==> config.mk <==
export PLATFORM = sky130hd
export DESIGN_NAME = lag_feeder8_64
export DESIGN_NICKNAME = d
export VERILOG_FILES = /design/src/rtl/corr_pkg.sv /design/src/rtl/hist_ram_dp.sv /design/src/rtl/lag_feeder8_64.sv
export SDC_FILE = /design/constraint.sdc
export NUM_CORES = 1
export LEC_CHECK = 0
export CAP_MARGIN = 10
export CELL_PAD_IN_SITES_DETAIL_PLACEMENT = 1
export CELL_PAD_IN_SITES_GLOBAL_PLACEMENT = 1
export CORE_MARGIN = 3
export CORE_UTILIZATION = 49
export CTS_CLUSTER_SIZE = 14
export DETAILED_ROUTE_END_ITERATION = 12
export PLACE_DENSITY_LB_ADDON = 0.12
export SLEW_MARGIN = 20
export SYNTH_ARGS = -nofsm -noshare
export SYNTH_HDL_FRONTEND = slang
export SYNTH_SLANG_ARGS = --single-unit
==> constraint.sdc <==
create_clock -name clk -period 2.8 [get_ports clk]
set_input_delay 0.28 -clock clk [delete_from_list [all_inputs] [get_ports clk]]
set_output_delay 0.28 -clock clk [all_outputs]
set_load 0.05 [all_outputs]
==> src/rtl/corr_pkg.sv <==
// Shared correlator constants and the lag feeder's FSM encoding.
// The MAC bank sizes its address sweep from the same LAGS/AW.
package corr_pkg;
  localparam int DW   = 8;
  localparam int LAGS = 64;
  localparam int AW   = 6;
  localparam int CW   = 16;

  localparam logic [AW-1:0] LAST_K   = AW'(LAGS - 1);
  localparam logic [AW:0]   FILL_MAX = (AW + 1)'(LAGS);

  typedef enum logic [1:0] {
    ST_IDLE  = 2'd0,
    ST_ARM   = 2'd1,
    ST_SWEEP = 2'd2
  } state_t;

  function automatic logic [CW-1:0] sat_inc(input logic [CW-1:0] v);
    return (&v) ? v : v + 1'b1;
  endfunction
endpackage

==> src/rtl/hist_ram_dp.sv <==
// Sample history store: one write port, one read port with registered data, no reset.
// Read data appears the cycle after i_re; the output register holds when i_re is low.
module hist_ram_dp #(
  parameter int DW = 8,
  parameter int AW = 6
) (
  input  logic          clk,
  input  logic          i_we,
  input  logic [AW-1:0] i_waddr,
  input  logic [DW-1:0] i_wdata,
  input  logic          i_re,
  input  logic [AW-1:0] i_raddr,
  output logic [DW-1:0] o_rdata
);
  logic [DW-1:0] r_mem [2**AW];
  logic [DW-1:0] r_q;

  always_ff @(posedge clk) begin
    if (i_we) r_mem[i_waddr] <= i_wdata;
    if (i_re) r_q <= r_mem[i_raddr];
  end

  assign o_rdata = r_q;
endmodule

==> src/rtl/lag_feeder8_64.sv <==
// Feeds the lag MAC bank: one sin pulse per accepted sample, then x(n-k) for k = 0..63.
// 66 cycles per sample; samples arriving mid-sweep are dropped and counted.
module lag_feeder8_64
  import corr_pkg::*;
(
  input  logic          clk,
  input  logic          rst_n,
  input  logic          sample_valid,
  input  logic [DW-1:0] sample_in,
  input  logic          hist_clr,
  output logic          busy,
  output logic          mac_sin,
  output logic [DW-1:0] mac_A,
  output logic [DW-1:0] mac_B,
  output logic          overrun,
  output logic [CW-1:0] overrun_cnt
);
  state_t        r_state, w_state_nxt;
  logic [AW-1:0] r_wp, r_k;
  logic [AW:0]   r_fill;
  logic          r_busy, r_mac_sin, r_b_vld, r_overrun;
  logic [DW-1:0] r_mac_a;
  logic [CW-1:0] r_ovr_cnt;

  logic          w_accept, w_clr, w_drop, w_last, w_rd_en, w_b_vld_nxt;
  logic [AW-1:0] w_lag, w_rd_addr;
  logic [DW-1:0] w_rdata;

  always_ff @(posedge clk or negedge rst_n) begin
    if (!rst_n) r_state <= ST_IDLE;
    else        r_state <= w_state_nxt;
  end

  always_comb begin
    w_state_nxt = r_state;
    case (r_state)
      ST_IDLE:  if (w_accept) w_state_nxt = ST_ARM;
      ST_ARM:   w_state_nxt = ST_SWEEP;
      ST_SWEEP: if (r_k == LAST_K) w_state_nxt = ST_IDLE;
      default:  w_state_nxt = ST_IDLE;
    endcase
  end

  // Read for lag k+1 is issued while lag k is on mac_B; the newest sample sits at wp-1.
  always_comb begin
    w_clr       = (r_state == ST_IDLE) && hist_clr;
    w_accept    = (r_state == ST_IDLE) && sample_valid && !hist_clr;
    w_drop      = (r_state != ST_IDLE) && sample_valid;
    w_last      = (r_state == ST_SWEEP) && (r_k == LAST_K);
    w_lag       = (r_state == ST_SWEEP) ? r_k + 1'b1 : '0;
    w_rd_addr   = r_wp - 1'b1 - w_lag;
    w_rd_en     = (r_state == ST_ARM) || ((r_state == ST_SWEEP) && !w_last);
    w_b_vld_nxt = w_rd_en && ({1'b0, w_lag} < r_fill);
  end

  always_ff @(posedge clk or negedge rst_n) begin
    if (!rst_n) begin
      r_wp      <= '0;
      r_fill    <= '0;
      r_k       <= '0;
      r_busy    <= 1'b0;
      r_mac_sin <= 1'b0;
      r_b_vld   <= 1'b0;
      r_mac_a   <= '0;
      r_overrun <= 1'b0;
      r_ovr_cnt <= '0;
    end else begin
      r_mac_sin <= w_accept;
      r_b_vld   <= w_b_vld_nxt;
      if (w_accept) begin
        r_mac_a <= sample_in;
        r_wp    <= r_wp + 1'b1;
        r_busy  <= 1'b1;
        if (r_fill != FILL_MAX) r_fill <= r_fill + 1'b1;
      end else if (w_last) begin
        r_busy <= 1'b0;
      end
      if (r_state == ST_ARM)        r_k <= '0;
      else if (r_state == ST_SWEEP) r_k <= r_k + 1'b1;
      if (w_clr) begin
        r_wp      <= '0;
        r_fill    <= '0;
        r_overrun <= 1'b0;
        r_ovr_cnt <= '0;
      end else if (w_drop) begin
        r_overrun <= 1'b1;
        r_ovr_cnt <= sat_inc(r_ovr_cnt);
      end
    end
  end

  hist_ram_dp #(.DW(DW), .AW(AW)) u_hist (
    .clk     (clk),
    .i_we    (w_accept),
    .i_waddr (r_wp),
    .i_wdata (sample_in),
    .i_re    (w_rd_en),
    .i_raddr (w_rd_addr),
    .o_rdata (w_rdata)
  );

  // RAM data is not reset; the registered valid bit zeroes masked lags and forces 0 on reset.
  assign mac_B       = r_b_vld ? w_rdata : '0;
  assign busy        = r_busy;
  assign mac_sin     = r_mac_sin;
  assign mac_A       = r_mac_a;
  assign overrun     = r_overrun;
  assign overrun_cnt = r_ovr_cnt;
endmodule

Yosys cells after proc, flatten, opt, wreduce, memory -nomap -nowiden
Memory sizes are Yosys's and may differ from the RTL's. A register that Yosys moved wholly into a read port is not among the register bits.
Cells that the tools add are included.

word-level totals
  memories kept = 1
  word-level logic and storage cells = 67
  output and inout bits = 35
  register bits = 49
  RAM bits = 512

cells by class
  equal/unequal tests = 7
  multiplexer cells = 21
  $lt $le $gt $ge = 1
  reductions and logical operators = 21
  $add $sub $neg = 6

memories
  memory        depth  bits a word  read ports  clocked after memory_dff  write ports  line               source
  u_hist.r_mem  64     8            1           1                         1            hist_ram_dp.sv:15  logic [DW-1:0] r_mem [2**AW];

operators with widths
  cell                                                                 number
  16-bit two-way mux                                                   3
  6-bit two-way mux                                                    5
  7-bit two-way mux                                                    3
  16-bit by 1-bit adder with 16-bit output (second input constant)     1
  16-bit AND reduction                                                 1
  6-bit by 1-bit adder with 6-bit output (second input constant)       2
  2-bit nonzero test                                                   6
  8-bit two-way mux                                                    1
  7-bit by 1-bit adder with 7-bit output (second input constant)       1
  1-bit logical AND                                                    7
  6-bit by 7-bit < comparator with 1-bit output                        1
  7-bit inequality test (second input constant)                        1
  6-bit == test (second input constant)                                1
  1-bit two-way mux                                                    6
  2-bit one-hot mux with 3 select lines                                1
  2-bit AND reduction                                                  3
  6-bit by 1-bit subtractor with 6-bit output (second input constant)  1
  6-bit subtractor                                                     1
  2-bit two-way mux                                                    2
  2-bit inequality test (second input constant)                        2
  2-bit by 1-bit == test with 1-bit output (second input constant)     1
  2-bit == test (second input constant)                                1
  1-bit logical NOT                                                    2
  2-bit logical NOT                                                    1
  2 further kinds                                                      2

Depth between registers and ports, before layout
  word-level depth = 6
  gate-level depth with buffers = 13

Cells and area by module
From an unflattened synthesis, not the netlist that was laid out.

unflattened totals
  cells, all modules = 1252
  area total of the unflattened synthesis = 23132.2 um^2

modules (own cells, without submodules)
  module          area each (um^2)  cells an instance  seq. area each (um^2)  instances
  hist_ram_dp     20246.9           940                15615.0                1
  lag_feeder8_64  2885.3            312                1226.2                 1

Least setup slack after synthesis
No wires, ideal clock.

  path type = flip-flop to flip-flop
  start point = register r_state[0]
  end point = register u_hist.r_q[5], in the netlist u_hist.o_rdata[5], read port of u_hist.r_mem (data pin)
  arrival = 2.728 ns
  buffers on the path = 2
  setup slack = -0.197 ns
  cell stages (with the launch flop) = 13
  clock period less this slack = 2.997 ns
  path through = dfrtp_1 -> inv_1 -> ha_1 -> nand2b_1 -> ha_1 -> fa_1 -> clkbuf_1 -> buf_1 -> mux4_2 -> nand2_1 -> nand3_1 -> o211ai_1 -> mux2i_1

between the ends
  longest elaborated chain between the ends = 5
  elaborated cells on any way between the ends = 8
  classes of those cells = add/sub (1); eq/ne (2); mux (1); reduce/logical (4)

ends and longest elaborated chain
  element                                                   line                  source
  from (decl)                                               lag_feeder8_64.sv:18  state_t r_state, w_state_nxt;
  from (signal assigned)                                    lag_feeder8_64.sv:31  else r_state <= w_state_nxt;
  branches (longest 5 deep; another with 6-bit subtractor)  -
  to (decl)                                                 hist_ram_dp.sv:16     logic [DW-1:0] r_q;

Parallel ways; which one is timed is not known.
A chain may end at the register's enable or synchronous reset.

Final worst setup path
  start point = register r_state[0]
  end point = register u_hist.r_q[2], in the netlist u_hist.o_rdata[2], read port of u_hist.r_mem (data pin)

Same word-level chain as after synthesis.

==> qor.txt <==
Leak - 10.1 nW
Placed Cells - 2083
Status - finished, violations left
Crit start category - register
Top Ports - 47
Syn_area_per_cell - 18.0 sq um
Die height - 223 microns
Count leader, synth - edfxtp_1
Non-Filler Instances - 2211
Least-Margin Pin Slew - 1.11 ns
Routability cong. - 0.785
First-pass GRT wire length - 91700 microns
Fraction of layout cells with a size suffix above 1 - 32.1%
Final setup vio count - 8
Total CTS buffers - 58
Clk_skew - 0.0273 ns
Clock Sink Count - 569
Number of synthesized flops with an enable pin - 520
Initial antenna violation count - 2
Total power - 17.2 mW
Fin. Hold Viols - 0
Cell Area, Synth - 0.0231 sq mm
DR WL/cell - 27.5 microns
Worst skew pair latency - 0.62 ns
R2r startpoint - r_state[0]$_DFFE_PN0P_
Crit-path max FO - 5
Worst path required time - 3.14 ns
Core box area - 0.0460 sq mm
Mapped Nets - 1317
Crit path DAT - 3.74 ns
Layout area overhead - 22.4%
Setup CP Type - register to register
Power density cells - 607 mW/mm^2
Synth warnings - 0
Failing checks - negative setup slack
Seq cells post-synth - 569
Layout Nets - 1598
Worst-path clk slew - 0.06 ns
Initial Util - 50.2%
Post-synthesis cell type count - 60
Final hold slack - 0.0835 ns
Die W - 223 microns
Max-Cap Viols - 0
GRT Total Usage - 25.0%
Row cnt - 78
RSZ-0062 raised after global routing - yes
Main synth FF type - edfxtp_1
DRC viols - 0
HPWL after DPL - 39400 microns
F_max - 294 MHz
CP startpoint - r_state[0]$_DFFE_PN0P_
Hold_sp - sample_in[1]
Vias in the first global route - 14000
Die Area - 0.0498 sq mm
Slew HR - 26.1%
Total congestion overflow - 0
PortBufs - 46
Synth cell count leaders - edfxtp_1, mux4_2, nand2_1, nor2_1, dfrtp_1
Vias/cell - 5.83
Post-synth ARST share - 8.61%
Maximum vdd drop - 0.655 mV
Largest net degree at the start of global routing - 66
Crit share post-route - 121%
Period minus WS final - 3.40 ns
Total vias in the final route - 12900
Initial detailed-routing violation count - 1071
Routed WL - 60800 microns
Pins over their slew limit - 0
Post-synthesis sequential area ratio - 72.9%
H-tree depth - 2
Worst-case clock buffer depth - 3
Root Buffer - clkbuf_16
Setup ws final - -0.597 ns
Largest cells by area after synthesis - edfxtp_1, mux4_2, dfrtp_1
Hold crit path type - primary input to register
Syn Inst Count - 1285
CTS tree - yes
Synth area leader - edfxtp_1
Critical path endpoint category - register
Post-DRT Antenna Nets - 0
Post-synth top area share - 67.6%
DRT Pass-1 Iters - 5
critical path, stage by stage, from the launching register on:
cell      delay, ns
dfrtp_1        0.39
inv_2          0.09
buf_6          0.11
ha_4           0.13
nand2_4        0.06
fa_4           0.91
buf_12         0.16
buf_12         0.12
mux4_2         0.36
mux2i_4        0.23
buf_6          0.14
a32oi_4        0.06
o211ai_1       0.22
mux2i_1        0.14
logic make-up (layout without fill, tap and decap cells):
logic type | after synthesis | count (layout) | synth area share (%)
XOR/XNOR | 23 | 23 | 1.02
adder cells (fa/ha/maj) | 20 | 20 | 1.12
AND/OR/NAND/NOR | 327 | 327 | 6.24
other | 0 | 1 | 0
buffers and inverters | 90 | 415 | 1.71
multiplexers | 163 | 163 | 14.1
flip-flops | 569 | 569 | 72.9
AO/OA/AOI/OAI | 93 | 93 | 2.94
sequential cells by signal, summed over array words and instances, names as in the netlist:
name and flops:
overrun 1, u_hist.r_mem 512, u_hist.o_rdata 8, busy 1
mac_sin 1, overrun_cnt 16, mac_A 8, r_fill 7
r_k 6, r_wp 6, r_b_vld 1, r_state 2
layout make-up:
| type | count | area [sq um] |
|---|---|---|
| clock inverter | 26 | 185 |
| multi-input combinational | 626 | 6180 |
| timing repair buffer | 282 | 2650 |
| tap | 600 | 751 |
| fill | 3988 | 17700 |
| inverter | 29 | 109 |
| antenna | 1 | 2.50 |
| clock buffer | 78 | 1560 |
| sequential | 569 | 16800 |
through the flow:
step	utilization, %	setup TNS [ns]	cell area (sq um)	setup WS, ns
floorplan	-	0	23100	0.00166
global placement	56.4	-5.58	25900	-0.790
detailed placement	56.4	-5.95	25900	-0.836
CTS	61.1	-5.10	28100	-0.658
global route	61.5	-5.07	28300	-0.649
finish	61.5	-4.36	28300	-0.597
layer usage:
metal	up-vias	track usage, %	routed length, microns
met3	81	4.82	3740
met2	387	40.8	30000
met5	-	0	9
li1	5599	-	-
met4	2	5.74	1200
met1	6812	35.3	25800
report_power, final:
| group | leakage [nW] | switching [mW] | internal (mW) |
|---|---|---|---|
| clock | 0.853 | 3.14 | 4.06 |
| combinational | 3.97 | 0.426 | 0.170 |
| sequential | 5.30 | 0.0680 | 9.32 |
cells in the final DEF, fill, tap and decap left out, types with 15 or more instances in the layout:
cell and count:
edfxtp_1 520, buf_4 195, mux4_2 128, nor2_1 117, nand2_1 114, clkbuf_16 58
dfrtp_1 49, clkdlybuf4s50_1 37, inv_1 28, buf_12 27, o21ai_0 21, nand3_1 20
mux2i_1 19, xnor2_1 17, clkbuf_1 17, ha_1 15
worst paths after layout:
kind | depth (start not counted) | end | slack [ns]
setup / recovery | 13 | u_hist.o_rdata[2]$_DFFE_PP_ | -0.60
hold reg to reg | 1 | mac_A[3]$_DFFE_PN0P_ | 0.51
hold / removal | 1 | u_hist.r_mem[8][1]$_DFFE_PP_ | 0.08
max in group asynchronous | 3 | r_b_vld$_DFF_PN0_ | 1.80
min in group asynchronous | 2 | overrun_cnt[6]$_DFFE_PN0P_ | 0.25
setup reg to reg | 13 | u_hist.o_rdata[2]$_DFFE_PP_ | -0.60
what timing repair did:
action                                  4_1_cts  5_1_grt
hold buffers                                  2        0
cloned                                        3        0
endpoints found under the setup margin        8      185
endpoints found under the hold margin        33        0
pin swaps                                    12       14
buffers inserted                             19        2
gates resized for setup                      31       32
(Power assumes the default switching activity.)
